### config.mk
export PLATFORM = sky130hd
export DESIGN_NAME = ssb_tx_sequencer
export DESIGN_NICKNAME = d
export VERILOG_FILES = /design/src/rtl/ssb_tx_sequencer.sv
export SDC_FILE = /design/constraint.sdc
export NUM_CORES = 1
export LEC_CHECK = 0
export CORE_MARGIN = 3
export CORE_UTILIZATION = 50
export CTS_BUF_LIST = sky130_fd_sc_hd__clkbuf_16
export DETAILED_ROUTE_END_ITERATION = 10
export PLACE_DENSITY_LB_ADDON = 0.3
export SYNTH_ARGS = -nofsm -noshare
export SYNTH_HDL_FRONTEND = slang
export SYNTH_SLANG_ARGS = --single-unit
export TNS_END_PERCENT = 30
### constraint.sdc
create_clock -name clk -period 2.3 [get_ports clk]
set_clock_uncertainty 0.1 [all_clocks]
set_input_delay 0.23 -clock clk [delete_from_list [all_inputs] [get_ports clk]]
set_output_delay 0.23 -clock clk [all_outputs]
set_load 0.02 [all_outputs]
### src/rtl/ssb_tx_sequencer.sv
// ssb_tx_sequencer: FIFO-to-NCO transmit sequencer for the DDS SSB chain.
// Handles prefill, the sample-rate tick (pop + load), underrun counting and
// the hang timer that unkeys the RF output.
// Ports: clk, rst_n (async, active low); fifo_empty, fifo_level, force_ptt,
// abort in; fifo_rd_en, sample_load, tx_en, state_o, underrun_cnt out.
// Optional feature: define SSB_SEQ_PREFILL_EN to enable the PREFILL state.
module ssb_tx_sequencer #(
  parameter int SAMPLE_DIV  = 2083,
  parameter int PREFILL     = 64,
  parameter int HANG_CYCLES = 20000000,
  parameter int LEVEL_W     = 11
) (
  input  logic               clk,
  input  logic               rst_n,
  input  logic               fifo_empty,
  input  logic [LEVEL_W-1:0] fifo_level,
  input  logic               force_ptt,
  input  logic               abort,
  output logic               fifo_rd_en,
  output logic               sample_load,
  output logic               tx_en,
  output logic [1:0]         state_o,
  output logic [15:0]        underrun_cnt
);

  localparam int SW = $clog2(SAMPLE_DIV);
  localparam int HW = $clog2(HANG_CYCLES);
  localparam logic [SW-1:0] SAMP_TC = SW'(SAMPLE_DIV - 1);
  localparam logic [HW-1:0] HANG_RL = HW'(HANG_CYCLES - 1);

  typedef enum logic [1:0] {
    IDLE = 2'd0,
    PRE  = 2'd1,
    RUN  = 2'd2,
    HANG = 2'd3
  } state_t;

  state_t        state_q, state_d;
  logic [SW-1:0] samp_q, samp_d;
  logic [HW-1:0] hang_q, hang_d;
  logic [15:0]   urun_d;
  logic          load_d, pop_d, tx_d;
  logic          tick;
  logic          pre_go;

`ifdef SSB_SEQ_PREFILL_EN
  logic [HW-1:0] pto_q, pto_d;
  assign pre_go = (32'(fifo_level) >= 32'(PREFILL))
                || (pto_q == HANG_RL);
`else
  logic unused_cfg;
  assign unused_cfg = ^{fifo_level, 32'(PREFILL)};
  assign pre_go = 1'b0;
`endif

  always_comb begin
    state_d = state_q;
    samp_d  = '0;
    hang_d  = '0;
    urun_d  = underrun_cnt;
    load_d  = 1'b0;
    pop_d   = 1'b0;
    tick    = (samp_q == SAMP_TC);
`ifdef SSB_SEQ_PREFILL_EN
    pto_d   = '0;
`endif
    if (abort) begin
      state_d = IDLE;
    end else begin
      unique case (state_q)
        IDLE: begin
          if (!fifo_empty) begin
`ifdef SSB_SEQ_PREFILL_EN
            state_d = PRE;
`else
            state_d = RUN;
`endif
          end else if (force_ptt) begin
            state_d = HANG;
            hang_d  = HANG_RL;
          end
        end
        PRE: begin
`ifdef SSB_SEQ_PREFILL_EN
          pto_d = pto_q + HW'(1);
          if (pre_go) state_d = RUN;
`else
          state_d = IDLE;
`endif
        end
        RUN: begin
          samp_d = tick ? '0 : samp_q + SW'(1);
          if (tick) begin
            load_d = 1'b1;
            if (!fifo_empty) begin
              pop_d = 1'b1;
            end else begin
              if (underrun_cnt != 16'hFFFF)
                urun_d = underrun_cnt + 16'd1;
              state_d = HANG;
              hang_d  = HANG_RL;
            end
          end
        end
        HANG: begin
          samp_d = tick ? '0 : samp_q + SW'(1);
          load_d = tick;
          // A pop beats a simultaneous hang expiry.
          if (tick && !fifo_empty) begin
            pop_d   = 1'b1;
            state_d = RUN;
          end else if (force_ptt) begin
            hang_d = HANG_RL;
          end else if (hang_q == '0) begin
            state_d = IDLE;
          end else begin
            hang_d = hang_q - HW'(1);
          end
        end
      endcase
    end
    tx_d = (state_d == RUN) || (state_d == HANG);
  end

  always_ff @(posedge clk or negedge rst_n) begin
    if (!rst_n) begin
      state_q      <= IDLE;
      samp_q       <= '0;
      hang_q       <= '0;
      underrun_cnt <= '0;
      sample_load  <= 1'b0;
      fifo_rd_en   <= 1'b0;
      tx_en        <= 1'b0;
    end else begin
      state_q      <= state_d;
      samp_q       <= samp_d;
      hang_q       <= hang_d;
      underrun_cnt <= urun_d;
      sample_load  <= load_d;
      fifo_rd_en   <= pop_d;
      tx_en        <= tx_d;
    end
  end

`ifdef SSB_SEQ_PREFILL_EN
  always_ff @(posedge clk or negedge rst_n) begin
    if (!rst_n) pto_q <= '0;
    else        pto_q <= pto_d;
  end
`endif

  assign state_o = state_q;

endmodule

==> flow_summary.yaml, run 1 <==
routing:
  via_per_inst: 5.54
  drc: 0
  firstDrtPassIters: 4
  avgRoutedWirePerCell_um: 15.0
  drt_iter0_drc: 172
  via_count: 2304
  final_antenna_net_count: 0
  routed_wl_um: 6250
hold_path:
  hp-class: "in -> async"
logic_synthesis:
  synth_top_area_share_pct: 50.0
  syn_area_sq_um: 2900
  syn-instance-count: 294
  yosys.area.top_type: "dfrtp_1"
  synthTopCellsByArea: "dfrtp_1 50%, xnor2_1 6.6%, xor2_1 4.8%"
  yosys_warnings: 0
  async_flop_share_pct: 100
  ys_seq_area_share_pct: 50.0
  synth_edf_count: 0
  synth_seq_cells: 58
  synth_top_flop_cell: "dfrtp_1"
  synth.avg_cell_area_sq_um: 9.86
  ys_types: 43
  synth_nets: 314
die:
  die-area_sq_um: 6750
  chipHeight_um: 82.2
  coreArea_sq_um: 5570
  rows: 27
  start_util_pct: 52.0
  num_io_pins: 37
  fp.dieW_um: 82.2
worst_setup_path:
  arrival_ns: 2.39
  cp-start-kind: "flip-flop"
  startpoint: "hang_q[10]"
  crit_buf_inv: 0
  worst_setup_path_end_kind: "flip-flop"
  critPathTopFamily: "simple AND/OR/NAND/NOR gates"
  critPathRequiredTime_ns: 2.44
  cp_max_fo: 5
  cp_cell_sequence: "or4_4, nor4_4, nand2_2, or4_1, a21oi_1"
  worstSetupPathType: "reg -> reg"
  r2r_start: "hang_q[10]"
  crit_path_top_delay_cell: "or4_4"
  cp_slowest_stage_delay_ns: 0.59
timing:
  holdWs_ns: 0.328
  post-route-min-period_ns: 2.25
  min_period_over_period_pct: 97.8
  worstMarginPinSlew_ns: 0.422
  slew_headroom_pct: 71.5
  rsz0062_at_grt: "yes"
  finalHoldViolCount: 0
  maxSlewViolCount: 0
  layout_setup_ws_ns: 0.0503
  fmax_ghz: 0.445
  setup_viol: 0
global_route:
  grt_pass1_vias: 2421
  grt_pass1_wl_um: 10700
  overflow: 0
  grtUsageTotal_pct: 21.3
  grt_max_degree: 59
  antenna_found_initial: 0
layout:
  final_cell_mix: "58 x dfrtp_1, 34 x nor2_1, 28 x nand2_1"
  nets: 359
  area_growth_syn_to_layout_pct: 27.4
  final_cells: 416
  diodes: 0
  final_common_cell: "dfrtp_1"
  drive_gt1_share_pct: 13.4
power:
  p_int_mw: 2.28
  netSwitchingPower_mw: 0.743
  ir_drop_mv: 0.733
  p_per_area_nw_per_um2: 820
  clkPwrFrac_pct: 49.7
  comb_power_share_pct: 15.1
  power_frac_seq_pct: 35.2
  swShare_pct: 24.5
  cellLeakagePower_nw: 1.71
clocking:
  cts_tree: "yes"
  cts.htree.levels: 3
  cts_root_buf: "clkbuf_16"
  clock_sinks: 58
  cts_buffer_depth: 2
  path_clk_slew_ns: 0.05
  numCtsBuffers: 9
  insertion_delay_ns: 0.32
placement:
  dp.cells: 398
  hpwl_um: 4040
  dp_slack_ns: 0.0559
  io_buffers: 25
  place_congestion: 0.786
run:
  max-cap-violations: 0
status:
  outcome: "complete, no violations"
worst reg2reg max path: cells and delay by family (launching register included):
| family | cells | cell delay, ns |
|---|---|---|
| AOI/OAI and AO/OA | 1 | 0.17 |
| and+or+nand+nor | 4 | 1.52 |
| DFF | 1 | 0.39 |
area by class of cell:
type	instances	area [sq um]
well taps	72	90.1
repair buffers	44	403
multi-input cells	219	1390
flip-flops and latches	58	1450
inverters	7	26.3
clock inverters	7	109
fillers	430	1880
clock buffers	9	225
metal layers:
| layer | wire (um) | track usage, % | share of wire (%) | up-vias |
|---|---|---|---|---|
| met1 | 2750 | 25.7 | 44 | 1114 |
| met5 | 0 | 0 | 0 | - |
| met3 | 290 | 5.31 | 4.6 | 13 |
| met4 | 153 | 11.5 | 2.4 | 0 |
| met2 | 3060 | 35.0 | 49 | 59 |
| li1 | - | - | - | 1118 |
Yosys cell counts (2+ instances only):
cell      count
a21boi_0      2
a21oi_1      18
a221oi_1      2
and3_1        9
clkbuf_1      8
dfrtp_1      58
ha_1          4
inv_1         7
mux2i_1       2
nand2_1      28
nand2b_1      4
nand3_1      13
nand4_1       8
nor2_1       34
nor2b_1       3
nor3_1       12
nor3b_1       3
nor4_1        4
nor4b_1       2
o21ai_0       6
o21bai_1      2
o31ai_1       3
or4_1         6
xnor2_1      22
xor2_1       16
repair_timing:
item | CTS | global route
gates resized for setup | 0 | 3
hold endpoints to repair | 58 | 0
endpoints found under the setup margin | 0 | 24
hold buffers | 1 | 0
buffers inserted | 0 | 1
power groups by stage:
stage / sequential (mW) / combinational [mW] / clock, mW
finish: 1.07 / 0.456 / 1.51
global route: 1.07 / 0.512 / 1.57
CTS: 1.06 / 0.446 / 1.53
detailed placement: 1.08 / 0.440 / 0
global placement: 1.08 / 0.434 / 0
floorplan: 1.08 / 0.300 / 0
flip-flops by register name, indices dropped and copies added (netlist names):
register and cells:
sample_load 1, samp_q 12, hang_q 25, tx_en 1, underrun_cnt 16, fifo_rd_en 1, state_o 2
worst paths after layout:
kind	slack, ns	to	depth (start not counted)
setup / recovery	0.05	hang_q[22]	5
hold / removal	0.33	hang_q[21]	3
setup reg to reg	0.05	hang_q[22]	5
hold reg to reg	0.41	underrun_cnt[13]	1
max in group asynchronous	1.50	samp_q[7]	3
min in group clk	0.41	underrun_cnt[13]	1
stage by stage:
stage / power (mW) / TNS (ns) / instance area [sq um] / util [%]
5_1_grt: 3.15 / -0.0698 / 3690 / 66.3
3_3_place_gp: 1.51 / 0 / 3330 / 59.7
6_report: 3.03 / 0 / 3690 / 66.3
3_5_place_dp: 1.52 / 0 / 3330 / 59.7
4_1_cts: 3.04 / 0 / 3670 / 65.9
2_1_floorplan: 1.38 / 0 / 2900 / -
cells by family (layout without fill, tap and decap cells):
family / after synthesis / in the layout / synth area share, %
xor gates and xnor gates: 38 / 38 / 11.5
buffers and inverters: 17 / 67 / 2.50
DFF: 58 / 58 / 50.0
and+or+nand+nor: 136 / 136 / 25.1
adders and majority gates: 4 / 4 / 1.73
AOI/OAI and AO/OA: 38 / 38 / 8.11
muxes: 3 / 3 / 1.08
No activity file was read; power rests on OpenSTA's default activity.
==> inputs of run 2 (changes only) <==
PLACE_DENSITY = 0.74   (was default)
PLACE_DENSITY_LB_ADDON = default   (was 0.3)
SETUP_SLACK_MARGIN = 0.5   (was default)
==> run 2 against run 1 <==
Effect of this change:
- sequential power hardly changed
- setup slack better by 0.088 ns
- count of clock-buffer cells in the layout stayed put
- fmax is 4.0% higher
- non-clock buffer count is 16 higher
- flip-flop and latch count stayed put
- register-to-register slack better by 0.09 ns
- routed wire length is 12% higher
- clock power is 25% lower
- global-route usage is 1.2 points higher
- critical endpoint is now hang_q[17]
- combinational power is 38% higher
- die area stayed put
==> flow_summary.yaml, run 2 (synthesis results as in run 1) <==
status:
  outcome: "complete, no violations"
routing:
  routed_wl_um: 6970
  firstDrtPassIters: 4
  wl_met2_um: 3500
  drt_iter0_drc: 173
  via_per_inst: 5.68
  via_count: 2449
  dr.max_layer_used: "met4"
  avgRoutedWirePerCell_um: 16.2
  final_antenna_net_count: 0
  drc: 0
  wl_met1_um: 3090
  wl_met3_um: 264
worst_setup_path:
  r2r_slack_ns: 0.14
  reg2regPathDepth: 9
  worst_setup_path_end_kind: "flip-flop"
  cp_slowest_stage_delay_ns: 0.50
  worstSetupPathType: "reg -> reg"
  crit_top_cell: "buf_6"
  crit_path_top_delay_cell: "or4b_4"
  r2r_start: "hang_q[0]"
  cp_cell_sequence: "inv_2, ha_4, or4b_4, buf_6, nor3_4, nand3_4, buf_6, nand2b_4, nor2_1"
  cp_max_fo: 8
  critPathRequiredTime_ns: 2.41
  reg2reg_to: "hang_q[17]"
  arrival_ns: 2.27
  cp-start-kind: "flip-flop"
clocking:
  cts.htree.levels: 3
  path_clk_slew_ns: 0.05
  numCtsBuffers: 9
  cts_root_buf: "clkbuf_16"
  clock_sinks: 58
  cts_tree: "yes"
  insertion_delay_ns: 0.32
  cts_buffer_depth: 2
power:
  p_per_area_nw_per_um2: 712
  ir_drop_mv: 0.480
  cellLeakagePower_nw: 1.80
placement:
  hpwl_um: 4260
  place_congestion: 0.801
  dpl_cell_area_sq_um: 3360
  dp_slack_ns: 0.0386
  io_buffers: 25
timing:
  worstMarginPinSlew_ns: 0.451
  fmax_ghz: 0.463
  maxSlewViolCount: 0
  finalHoldViolCount: 0
  min_period_over_period_pct: 94.0
  setup_tns_ns: 0
  layout_setup_ws_ns: 0.138
  post-route-min-period_ns: 2.16
  slew_headroom_pct: 69.9
  setup_viol: 0
  rsz0062_at_grt: "yes"
layout:
  largest_register_ffs: 25
  drive_gt1_share_pct: 24.2
  reg_top3: "hang_q (25), underrun_cnt (16), samp_q (12)"
  final_common_cell: "dfrtp_1"
  diodes: 0
  area_growth_syn_to_layout_pct: 37.0
  nets: 375
  final_cell_mix: "58 x dfrtp_1, 29 x nor2_1, 29 x buf_4"
  stdcell_area_sq_um: 3970
  top_register: "hang_q"
die:
  fp.dieW_um: 82.2
  num_io_pins: 37
  die-area_sq_um: 6750
  chipHeight_um: 82.2
  start_util_pct: 52.0
  coreArea_sq_um: 5570
  rows: 27
global_route:
  antenna_found_initial: 0
  grtUsageTotal_pct: 22.5
  grt_max_degree: 23
  overflow: 0
  grt_pass1_wl_um: 11400
  grt_pass1_vias: 2392
run:
  max-cap-violations: 0
hold_path:
  hp-class: "in -> async"
[run 2: area by class of cell]
class                   count  area (sq um)
inverters                   7          26.3
fillers                   400          1600
flip-flops and latches     58          1450
well taps                  72          90.1
multi-input cells         219          1600
repair buffers             60           552
clock buffers               9           225
clock inverters             6          25.0
[run 2: per-layer routing]
| layer | up-vias | global-route usage (%) |
|---|---|---|
| met4 | 0 | 11.1 |
| li1 | 1154 | - |
| met2 | 56 | 36.3 |
| met5 | - | 0 |
| met3 | 9 | 4.56 |
| met1 | 1230 | 28.7 |
[run 2: repair_timing]
item,CTS,global route
pin swaps,12,9
hold buffers,1,0
endpoints found under the setup margin,45,57
hold endpoints to repair,17,0
setup buffers,9,8
cloned,1,1
gates resized for setup,27,15
[run 2: worst max-delay path, delay by kind of cell, from the launching register on]
family                     cells  cell delay (ns)
adders and majority gates      1             0.13
buffers and inverters          3             0.40
and+or+nand+nor                5             1.03
DFF                            1             0.40
[run 2: through the flow]
step / power (mW) / hold slack, ns / std cells / utilization, %
global placement: 1.50 / 0.0990 / 396 / 60.3
floorplan: 1.40 / -0.166 / 294 / -
finish: 2.83 / 0.294 / 431 / 71.3
global route: 2.96 / 0.329 / 431 / 71.3
CTS: 2.79 / 0.299 / 422 / 68.6
detailed placement: 1.51 / 0.106 / 396 / 60.3
[run 2: how the worst max path moves through the flow]
stage / from / to / slack, ns / depth (start not counted)
after floorplan: hang_q[0] / hang_q[22] / 0.11 / 8
after global placement: hang_q[16] / hang_q[12] / 0.11 / 5
after detailed placement: hang_q[0] / hang_q[9] / 0.04 / 7
after CTS: hang_q[1] / hang_q[22] / 0.13 / 7
after global routing: hang_q[11] / hang_q[21] / 0.06 / 5
final: hang_q[0] / hang_q[17] / 0.14 / 9
[run 2: power by group]
group | total [mW] | internal [mW] | switching, mW
clock | 1.13 | 0.701 | 0.430
sequential | 1.07 | 1.04 | 0.0240
combinational | 0.631 | 0.293 | 0.338
==> edit 1: new RTL, flow settings as in run 1 <==
Change the parameter `SAMPLE_DIV` from 2083 to 4166.
--- a/src/rtl/ssb_tx_sequencer.sv
+++ b/src/rtl/ssb_tx_sequencer.sv
@@ -6,5 +6,5 @@
 // Optional feature: define SSB_SEQ_PREFILL_EN to enable the PREFILL state.
 module ssb_tx_sequencer #(
-  parameter int SAMPLE_DIV  = 2083,
+  parameter int SAMPLE_DIV  = 4166,
   parameter int PREFILL     = 64,
   parameter int HANG_CYCLES = 20000000,
Function: no difference found for any inputs over 10 cycles, from zero or initial values and one cycle with rst_n low; that may be too few to reach the edited logic, so the function may still have changed.
==> edit 1 against run 1 <==
  * The flow now finishes with violations (setup timing)
  * Largest cell class is now multi-input gates
  * Global-route usage fell by 1.1 points
  * Routed wire length rose by 4.7%
  * Area after synthesis rose by 2.3%
  * Critical path type unchanged
  * Sequential cell count rose by 1
  * Total power fell by 8.6%
  * Die area rose by 2.1%
  * Design area rose by 4.3%
  * Setup slack got worse by 0.069 ns
  * Maximum frequency fell by 3.0%
  * Core utilization rose by 2.4 points
==> edit 1: results (changes against run 1) <==
Power per cell area - 719 mW/mm² (-12%)
CP max-delay cell - or4_4
Fin Setup TNS - -0.0500 ns (-0.0500 ns)
Yosys cell types - 50 (+16%)
Hpwl dp - 4310 µm (+6.7%)
Arrival time of the worst setup path - 2.43 ns (+0.04 ns)
Adder-Cell Fraction of Synth Area - 1.69% (-0.039 points)
Final #Nets - 369 (+2.8%)
GRT Util Overall - 20.2% (-1.1 points)
Vias in the first global route - 2452 (+1.3%)
I/O Buffers - 25 (unchanged)
Clk network pwr share - 41.1% (-8.6 points)
Post-synthesis mux area share - 1.05% (-0.024 points)
Layout cell share with drive strength beyond 1 - 20.4% (+7.0 points)
DR WL/cell - 15.4 µm (+2.5%)
YS warnings - 0 (unchanged)
Largest net degree at the start of global routing - 28 (-53%)
DR vias/cell - 5.59 (+0.90%)
Slew @ Worst Pin - 0.601 ns (+0.178 ns)
Initial DRC Count - 101 (-41%)
Failing checks - setup timing
Post-synthesis compound-gate area fraction - 8.06% (-0.055 points)
Worst vdd ir - 419 µV (-43%)
Post-synthesis sequential area ratio - 49.8% (-0.28 points)
Synth area leaders - dfrtp_1 (50%), xnor2_1 (9.4%), nor2_1 (4.8%)
Vias - 2375 (+3.1%)
Pleak - 0.00170 µW (-0.56%)
Number of fill cells - 438 (+1.9%)
Post-Synth XOR/XNOR Area - 11.8% (+0.33 points)
Power in combinational cells - 551 µW (+21%)
DP Area - 0.00348 mm² (+4.5%)
Slowest stage delay, CP - 0.61 ns (+0.02 ns)
Outcome - finished, violations left
Commonest cells in the synthesized netlist - dfrtp_1 (59), nor2_1 (38), xnor2_1 (32)
Diode count - 0 (unchanged)
Post-synthesis net count - 311 (-0.96%)
H-tree levels - 3 (unchanged)
Crit path max fanout - 8 (+3)
Crit path setup slack, layout - -0.0187 ns (-0.0690 ns)
Largest regs - hang_q (25), underrun_cnt (16), samp_q (13)
Fraction of registers with async set/reset - 100% (unchanged)
First-pass GRT wire length - 11300 µm (+5.5%)
Worst Setup SP - hang_q[0]$_DFF_PN0_
Placer congestion estimate - 0.833 (+6.0%)
Power Internal - 2020 µW (-12%)
Setup-failing EPs final - 5 (+5)
Gate count of the mapped netlist - 291 (-1.0%)
Placed cells - 406 (+2.0%)
edit 1: cell types whose count changed after synthesis, moves of 4 or more:
cell / before / now
nor2_1: 34 / 38
or3_1: 1 / 5
nand2_1: 28 / 15
xnor2_1: 22 / 32
or4_1: 6 / 1
xor2_1: 16 / 8
edit 1: what timing repair did:
item | in CTS | in global routing
hold buffers | 1 | 0
setup endpoints to repair | 18 | 26
hold endpoints to repair | 25 | 0
resized for setup | 4 | 16
gates cloned | 0 | 0
pin swaps | 1 | 6
setup buffers | 0 | 3
edit 1: metal layers:
| layer | wire, µm | part of all wire, % | track usage [%] |
|---|---|---|---|
| met4 | 148 | 2.3 | 10.4 |
| met1 | 2800 | 43 | 25.2 |
| met5 | 0 | 0 | 0 |
| met2 | 3390 | 52 | 33.6 |
| met3 | 206 | 3.1 | 3.57 |
edit 1: per-stage QoR:
stage | util, % | setup slack, ns
after floorplan | - | 0.0206
after global placement | 62.0 | 0.0169
after detailed placement | 62.0 | -0.0494
after CTS | 67.0 | -0.00888
after global routing | 68.7 | -0.102
final | 68.7 | -0.0187
edit 1: final cells by class:
class / instances / share of cell area, %
repair buffers: 55 / 12.9
inverters: 9 / 0.877
multi-input cells: 215 / 39.0
clock buffers: 9 / 5.85
clock inverters: 6 / 0.682
well taps: 72 / 2.34
flip-flops and latches: 59 / 38.3
edit 1: path summary, 6_finish.rpt:
path                                                to  slack (ns)
min                               hang_q[23]$_DFF_PN0_        0.35
min reg2reg                underrun_cnt[9]$_DFFE_PN0P_        0.39
min in group clk           underrun_cnt[9]$_DFFE_PN0P_        0.39
max                                hang_q[5]$_DFF_PN0_       -0.02
max reg2reg                        hang_q[5]$_DFF_PN0_       -0.02
max in group asynchronous  underrun_cnt[7]$_DFFE_PN0P_        1.05
==> edit 2: new RTL, flow settings as in run 1 <==
Made on the original files. Put one more register stage on the output `underrun_cnt`, with the module's reset. The value now appears one clock later. The other outputs are not delayed to match.
--- a/src/rtl/ssb_tx_sequencer.sv
+++ b/src/rtl/ssb_tx_sequencer.sv
@@ -36,4 +36,6 @@
   } state_t;
 
+  logic [15:0] underrun_cnt_s0;
+
   state_t        state_q, state_d;
   logic [SW-1:0] samp_q, samp_d;
@@ -58,5 +60,5 @@
     samp_d  = '0;
     hang_d  = '0;
-    urun_d  = underrun_cnt;
+    urun_d  = underrun_cnt_s0;
     load_d  = 1'b0;
     pop_d   = 1'b0;
@@ -96,6 +98,6 @@
               pop_d = 1'b1;
             end else begin
-              if (underrun_cnt != 16'hFFFF)
-                urun_d = underrun_cnt + 16'd1;
+              if (underrun_cnt_s0 != 16'hFFFF)
+                urun_d = underrun_cnt_s0 + 16'd1;
               state_d = HANG;
               hang_d  = HANG_RL;
@@ -128,5 +130,5 @@
       samp_q       <= '0;
       hang_q       <= '0;
-      underrun_cnt <= '0;
+      underrun_cnt_s0 <= '0;
       sample_load  <= 1'b0;
       fifo_rd_en   <= 1'b0;
@@ -136,5 +138,5 @@
       samp_q       <= samp_d;
       hang_q       <= hang_d;
-      underrun_cnt <= urun_d;
+      underrun_cnt_s0 <= urun_d;
       sample_load  <= load_d;
       fifo_rd_en   <= pop_d;
@@ -152,4 +154,12 @@
   assign state_o = state_q;
 
+  always_ff @(posedge clk or negedge rst_n) begin
+    if (!rst_n) begin
+      underrun_cnt <= '0;
+    end else begin
+      underrun_cnt <= underrun_cnt_s0;
+    end
+  end
+
 endmodule
 
Function: no difference found for any inputs over 10 cycles, from zero or initial values and one cycle with rst_n low; that may be too few to reach the edited logic, so the function may still have changed.
==> edit 2 against run 1 <==
  * Setup slack improved by 0.039 ns
  * Sequential cell count rose by 16
  * Total power rose by 0.52%
  * Critical path type unchanged
  * Design area rose by 10%
  * Routed wire length fell by 1.0%
  * Area after synthesis rose by 12%
==> edit 2: results (changes against run 1) <==
Outcome - finished clean
Vias - 2299 (-0.22%)
Hpwl dp - 4130 µm (+2.2%)
Met2 wire length - 2970 µm (-2.8%)
Number of fill cells - 456 (+6.0%)
Synth area leaders - dfrtp_1 (57%), xnor2_1 (7.3%), nor2_1 (4.4%)
Post-synthesis sequential area ratio - 57.1% (+7.1 points)
Placer congestion estimate - 0.775 (-1.5%)
Detailed-routed wire length on met3 - 176 µm (-39%)
Worst vdd ir - 534 µV (-27%)
Initial DRC Count - 86 (-50%)
Post-synthesis net count - 310 (-1.3%)
Arrival time of the worst setup path - 2.36 ns (-0.03 ns)
Yosys cell types - 42 (-2.3%)
Synth top area share - 57.1% (+7.1 points)
Vias in the first global route - 2350 (-2.9%)
Crit path max fanout - 4 (-1)
Reg2reg start - hang_q[0]$_DFF_PN0_
Largest regs - hang_q (25), underrun_cnt (16), underrun_cnt_s0 (16)
Worst R2R End - hang_q[20]$_DFF_PN0_
Type of the tightest min-delay check - reg -> reg
DP Area - 0.00373 mm² (+12%)
Total wire length - 6190 µm (-1.0%)
Layout cell share with drive strength beyond 1 - 16.6% (+3.2 points)
CP max-delay cell - or4b_4
Commonest cells in the synthesized netlist - dfrtp_1 (74), nor2_1 (38), xnor2_1 (27)
Slew @ Worst Pin - 0.742 ns (+0.320 ns)
GRT Util Overall - 18.7% (-2.6 points)
Pleak - 0.00192 µW (+12%)
Worst r2r path cells - 7 (+2)
Hold WS - 0.314 ns (-0.0139 ns)
## edit 2: cell families after synthesis
group	synth area share, %
compound gates	5.36
xor+xnor	11.3
fa+ha+maj	1.54
buf+inv	1.89
flops	57.1
mux	0.694
simple gates	22.1
## edit 2: how the worst min path moves through the flow
| stage | from | end | cells past startpoint |
|---|---|---|---|
| after floorplan | rst_n | fifo_rd_en$_DFF_PN0_ | 0 |
| after global placement | rst_n | underrun_cnt[12]$_DFF_PN0_ | 1 |
| after detailed placement | rst_n | underrun_cnt[12]$_DFF_PN0_ | 1 |
| after CTS | underrun_cnt_s0[14]$_DFFE_PN0P_ | underrun_cnt[14]$_DFF_PN0_ | 0 |
| after global routing | underrun_cnt_s0[14]$_DFFE_PN0P_ | underrun_cnt[14]$_DFF_PN0_ | 0 |
| final | underrun_cnt_s0[14]$_DFFE_PN0P_ | underrun_cnt[14]$_DFF_PN0_ | 0 |
## edit 2: what timing repair did
action	4_1_cts	5_1_grt
endpoints found under the setup margin	0	32
gates resized for setup	0	8
endpoints found under the hold margin	32	0
buffers inserted	0	3
hold buffers	1	0
## edit 2: power by group
| part | switching [µW] | internal [µW] |
|---|---|---|
| Clock | 574 | 746 |
| Combinational | 201 | 181 |
| Sequential | 19.6 | 1320 |
| Total | 795 | 2250 |
## edit 2: metrics by stage
stage	setup slack, ns	instances	TNS [ns]
floorplan	0.00959	290	0
global placement	0.106	405	0
detailed placement	0.0581	405	0
CTS	0.0386	422	0
global route	-0.0548	425	-0.223
finish	0.0893	425	0
## edit 2: final cells by class
cell class	count	area [µm²]	area share, %
clock buffers	9	225	5.52
multi-input cells	204	1360	33.4
flip-flops and latches	74	1850	45.4
clock inverters	7	58.8	1.44
inverters	6	22.5	0.552
well taps	75	93.8	2.30
repair buffers	50	464	11.4
